$ cat config.mk
export PLATFORM = sky130hd
export DESIGN_NAME = uart_rx
export DESIGN_NICKNAME = d
export VERILOG_FILES = /design/src/rtl/uart_rx.sv
export SDC_FILE = /design/constraint.sdc
export NUM_CORES = 1
export LEC_CHECK = 0
export BUFFER_PORTS_ARGS = -buffer_cell sky130_fd_sc_hd__buf_2
export CAP_MARGIN = 15
export CORE_UTILIZATION = 35
export CTS_CLUSTER_DIAMETER = 50
export DETAILED_ROUTE_END_ITERATION = 8
export PLACE_DENSITY_LB_ADDON = 0.08
export SYNTH_ARGS = -nofsm -noshare
export SYNTH_HDL_FRONTEND = slang
export SYNTH_SLANG_ARGS = --single-unit
$ cat constraint.sdc
create_clock -name clk -period 1.8 [get_ports clk]
set_input_delay 0.18 -clock clk [delete_from_list [all_inputs] [get_ports clk]]
set_output_delay 0.18 -clock clk [all_outputs]
set_load 0.05 [all_outputs]
$ cat src/rtl/uart_rx.sv
// uart_rx: 8N1 UART receiver. Mid-bit sampling from a start-edge aligned
// bit counter, one-entry holding register with read strobe, framing-error
// pulse and sticky overrun flag.
module uart_rx #(
    parameter logic [9:0] DIV_CNT  = 10'd867,  // clocks per bit minus 1
    parameter logic [9:0] HDIV_CNT = 10'd433,  // start edge to start mid-point, minus 1
    parameter logic [3:0] RX_BITS  = 4'd8      // data bits per frame (fixed at 8)
) (
    input  logic       clk,
    input  logic       rst,
    input  logic       rx,
    output logic [7:0] rx_data,
    output logic       rx_valid,
    input  logic       rx_rd,
    output logic       frame_err,
    output logic       overrun
);

    localparam logic [3:0] LastBit = RX_BITS - 4'd1;

    typedef enum logic [1:0] {StIdle, StStart, StData, StStop} state_e;

    state_e     state_q, state_d;
    logic [9:0] div_cnt_q, div_cnt_d;
    logic [3:0] bit_cnt_q, bit_cnt_d;
    logic [7:0] shift_q, shift_d;
    logic       sync1_q, sync2_q;
    logic       rx_prev_q, rx_prev_d;
    logic [1:0] fill_q;
    logic [7:0] rx_data_q, rx_data_d;
    logic       rx_valid_q, rx_valid_d;
    logic       frame_err_q, frame_err_d;
    logic       overrun_q, overrun_d;

    logic rx_s, start_edge, rd_ok, frame_done, frame_bad;

    // Frame sequencing: edge detect, mid-bit sampling and stop-bit check.
    always_comb begin
        rx_s       = sync2_q;
        start_edge = rx_prev_q & ~rx_s;
        // rx_prev only tracks real line samples once the synchronizer has
        // flushed its reset value, so a line held low through reset never
        // looks like a falling edge.
        rx_prev_d  = fill_q[1] & rx_s;

        state_d    = state_q;
        div_cnt_d  = div_cnt_q;
        bit_cnt_d  = bit_cnt_q;
        shift_d    = shift_q;
        frame_done = 1'b0;
        frame_bad  = 1'b0;

        unique case (state_q)
            StIdle: begin
                div_cnt_d = 10'd0;
                if (start_edge) begin
                    state_d = StStart;
                end
            end
            StStart: begin
                if (div_cnt_q == HDIV_CNT) begin
                    div_cnt_d = 10'd0;
                    bit_cnt_d = 4'd0;
                    state_d   = rx_s ? StIdle : StData;
                end else begin
                    div_cnt_d = div_cnt_q + 10'd1;
                end
            end
            StData: begin
                if (div_cnt_q == DIV_CNT) begin
                    div_cnt_d = 10'd0;
                    shift_d   = {rx_s, shift_q[7:1]};
                    bit_cnt_d = bit_cnt_q + 4'd1;
                    if (bit_cnt_q == LastBit) begin
                        state_d = StStop;
                    end
                end else begin
                    div_cnt_d = div_cnt_q + 10'd1;
                end
            end
            StStop: begin
                if (div_cnt_q == DIV_CNT) begin
                    div_cnt_d  = 10'd0;
                    state_d    = StIdle;
                    frame_done = rx_s;
                    frame_bad  = ~rx_s;
                end else begin
                    div_cnt_d = div_cnt_q + 10'd1;
                end
            end
            default: state_d = StIdle;
        endcase
    end

    // Holding register handshake; a completing byte wins over a same-cycle read.
    always_comb begin
        rd_ok       = rx_rd & rx_valid_q;
        rx_data_d   = frame_done ? shift_q : rx_data_q;
        rx_valid_d  = frame_done | (rx_valid_q & ~rd_ok);
        overrun_d   = (frame_done & rx_valid_q & ~rx_rd) | (overrun_q & ~rd_ok);
        frame_err_d = frame_bad;
    end

    // All state, synchronous active-low reset.
    always_ff @(posedge clk) begin
        if (!rst) begin
            state_q     <= StIdle;
            div_cnt_q   <= 10'd0;
            bit_cnt_q   <= 4'd0;
            shift_q     <= 8'h00;
            sync1_q     <= 1'b1;
            sync2_q     <= 1'b1;
            rx_prev_q   <= 1'b0;
            fill_q      <= 2'b00;
            rx_data_q   <= 8'h00;
            rx_valid_q  <= 1'b0;
            frame_err_q <= 1'b0;
            overrun_q   <= 1'b0;
        end else begin
            state_q     <= state_d;
            div_cnt_q   <= div_cnt_d;
            bit_cnt_q   <= bit_cnt_d;
            shift_q     <= shift_d;
            sync1_q     <= rx;
            sync2_q     <= sync1_q;
            rx_prev_q   <= rx_prev_d;
            fill_q      <= {fill_q[0], 1'b1};
            rx_data_q   <= rx_data_d;
            rx_valid_q  <= rx_valid_d;
            frame_err_q <= frame_err_d;
            overrun_q   <= overrun_d;
        end
    end

    assign rx_data   = rx_data_q;
    assign rx_valid  = rx_valid_q;
    assign frame_err = frame_err_q;
    assign overrun   = overrun_q;

endmodule

==> key figures <==
Run status
  – Status: finished, final reports clean

Route
  – DR WL met2: roughly 1.3 mm
  – First-pass DRT Iterations: 6
  – Routed vias/inst: just under 5
  – # DRC: 0
  – Detail Route Antenna Nets: 0
  – Met3 routed WL: around 100 um
  – Highest Signal Layer: met4
  – 1st-iter DRT viols: between 90 and 100
  – Routed metal-1 wire length: roughly 1.5 mm
  – Total routed wirelength: approximately 3.0 mm
  – Avg WL per Cell: between 10 and 15 um
  – Via count: approximately 1200

Power
  – Switching power: roughly 0.32 mW
  – Flop pwr share: between 50 and 60%
  – Switching part of the total: about a fifth
  – Fraction of power consumed by combinational cells: ~1.5%
  – Clock power frac: around two fifths
  – Cell Pwr Density: around 800 mW/mm2
  – Int Power: approximately 1.2 mW
  – Maximum VDD drop: 359 uV
  – Leakage: 0.815 nW

Yosys
  – Main area contributors after synthesis: dfxtp_1 48%, mux2i_1 11%, nor2_1 7.0%, xnor2_1 3.1%, ha_1 2.2%
  – Synth Cell Area: between 0.0015 and 0.002 mm2
  – Largest family of logic cells by synthesized area: simple AND/OR/NAND/NOR gates
  – Mapped Avg Cell Area: 9.65 um2
  – Cell count after synthesis: 173
  – Post-synthesis adder-cell area fraction: under 10%
  – Seq cells post-synth: 40
  – Area share of and/or/nand/nor cells after synthesis: around 25%
  – Main flop type after synthesis: dfxtp_1
  – Post-synthesis mux area share: between 10% and 20%
  – Synth cell count leaders: 40 x dfxtp_1, 31 x nor2_1, 18 x mux2i_1, 8 x nand2_1, 7 x inv_1
  – Yosys top cell by area: dfxtp_1
  – Netlist cell types: 37
  – Synth async-reset ratio: 0%
  – EDFF count, synth: 0
  – Syn nets: 180
  – Compound-Gate Fraction of Synth Area: 6.07%
  – Synth warnings: 0
  – Synth top area share: a little under half
  – Seq/Total Area, Yosys: about 48%
  – Post-Synth XOR/XNOR Area: under 10%
  – Cell with the most instances after synthesis: dfxtp_1

Critical path
  – CP max stage delay: approximately 0.48 ns
  – Crit path DAT: roughly 1.9 ns
  – Crit end category: flop
  – Worst path slowest cell: or4_1
  – Crit-path cells: ha_1, and4bb_2, nand3_2, or4_1, a31oi_1
  – Critical path buffers and inverters: 0
  – CP top delay family: simple AND/OR/NAND/NOR gates
  – CP Max Fanout: 6
  – WS Path Type: reg2reg
  – Req. time, crit path: 2.02 ns
  – Crit path launch type: flop

GRT
  – GR Overflow Total: 0
  – GR Util All Layers: approximately an eighth
  – Initial antenna violation count: 0
  – First-pass GRT wire length: between 5 and 6 mm
  – Largest net degree at the start of global routing: 21
  – Vias in the first global route: 1125

Clock network
  – Worst-Skew Late Latency: between 0.2 and 0.3 ns
  – CTS tree: done
  – CTS Hold Bufs: 0
  – Clock buffer depth: 2
  – Clock sinks: 40
  – Clock Pin Slew Worst Setup and Hold Paths: approximately 0.07 ns
  – H-Tree Depth: 2
  – CTS Buf Count: 5
  – Root Buffer: clkbuf_8

Cells and area
  – Post-layout util: between 40 and 50%
  – Layout cells sized above 1: roughly 18%
  – Finished Cell Area: 0.00190 mm2
  – Final nets: about 200
  – Area added between synthesis and finish: 13.7%
  – ANT cells: 0

Timing
  – Fin. Hold Viols: 0
  – Worst slew pin tran: about 0.6 ns
  – Rel. slew slack: about three fifths
  – Max-slew violation count: 0
  – Final min period: 1.70 ns
  – Finish-stage setup viols: 0
  – Final Cycle Share: 94.2%
  – RSZ-0062 raised after global routing: false
  – Setup TNS: 0 ns
  – Clock skew: slightly below 0.004 ns
  – Max frequency: 590 MHz
  – Hold Slack: ~0.076 ns

Placement
  – Post-DP Area: approximately 0.0018 mm2
  – Port Buf Inserts: 14
  – Routability Congestion: 0.808
  – Final HPWL DP: 2.12 mm

Floorplan
  – Die width: a little over 70 um
  – IO Pins: 15
  – Core Region: approximately 0.0045 mm2
  – DIE HEIGHT: between 70 and 80 um
  – Initial Util: between 30% and 40%
  – DIE AREA: between 0.005 and 0.006 mm2
  – Row count: 24

Job
  – Number of max-cap violations: 0

Hold path
  – Worst hold path class: in2reg
-- path summary, 6_finish.rpt --
| check | from | to | slack (ns) | depth (start not counted) |
|---|---|---|---|---|
| min reg2reg | sync1_q | rx_s | 0.41 | 1 |
| max | div_cnt_q[0] | state_q[0] | 0.10 | 5 |
| min | rx | sync1_q | 0.08 | 2 |
| max reg2reg | div_cnt_q[0] | state_q[0] | 0.10 | 5 |
-- power groups by stage --
stage          registers [mW]  clock network, mW  logic, mW
4_1_cts                 0.892              0.637     0.0232
3_3_place_gp            0.914                  0     0.0224
2_1_floorplan           0.912                  0     0.0156
6_report                0.893              0.612     0.0225
3_5_place_dp            0.913                  0     0.0231
5_1_grt                 0.893              0.674     0.0253
-- registers in the layout, summed over array words and instances (netlist names), named ones only --
name / count
state_q: 1
rx_valid: 1
bit_cnt_q: 4
rx_s: 1
rx_prev_q: 1
shift_q: 8
overrun: 1
fill_q: 2
frame_err: 1
rx_data: 8
sync1_q: 1
div_cnt_q: 10
-- cell usage in the layout, fill, tap and decap left out, types with 2 or more instances in the layout --
| cell type | n |
|---|---|
| a21oi_1 | 4 |
| a31oi_1 | 2 |
| and2_1 | 2 |
| and3_1 | 2 |
| and4bb_2 | 2 |
| buf_2 | 14 |
| buf_4 | 5 |
| clkbuf_8 | 6 |
| dfxtp_1 | 38 |
| dfxtp_2 | 2 |
| ha_1 | 3 |
| inv_1 | 7 |
| mux2i_1 | 18 |
| nand2_1 | 8 |
| nand2b_1 | 3 |
| nand3_1 | 6 |
| nand3b_1 | 4 |
| nand4_1 | 5 |
| nand4b_1 | 4 |
| nor2_1 | 31 |
| xnor2_1 | 6 |
| xor2_1 | 2 |
-- metal layers --
layer  global-route usage [%]  up-vias
met5                        0        -
met4                     5.33        0
met3                     3.85        4
met2                     18.9       20
met1                     18.4      558
li1                         -      630
-- per-stage QoR --
stage / setup slack, ns / instances / power (mW)
floorplan: 0.142 / 173 / 0.928
global placement: 0.137 / 235 / 0.936
detailed placement: 0.0785 / 235 / 0.937
CTS: 0.0470 / 243 / 1.55
global route: 0.00107 / 244 / 1.59
finish: 0.105 / 244 / 1.53
-- kinds of logic after synthesis --
logic type | count (synthesis)
AO/OA/AOI/OAI | 14
buffers and inverters | 15
multiplexers | 18
flip-flops | 40
adder cells (fa/ha/maj) | 3
AND/OR/NAND/NOR | 75
XOR/XNOR | 8
-- timing repair --
| item | CTS | global route |
|---|---|---|
| setup buffers | 0 | 1 |
| gates resized for setup | 0 | 2 |
| setup endpoints to repair | 0 | 1 |
-- cell type report --
class	count	area, um2
Clock buffer	7	86.3
Clock inverter	1	7.51
Fill cell	444	2580
Inverter	7	26.3
Multi-Input combinational cell	118	802
Sequential cell	40	803
Tap cell	52	65.1
Timing Repair Buffer	19	108
-- worst register-to-register path, cell delays in order (launching register included) --
cell	delay, ns
dfxtp_2	0.37
ha_1	0.17
and4bb_2	0.32
nand3_2	0.12
or4_1	0.48
a31oi_1	0.17
Power figures use the tool's default switching activity.
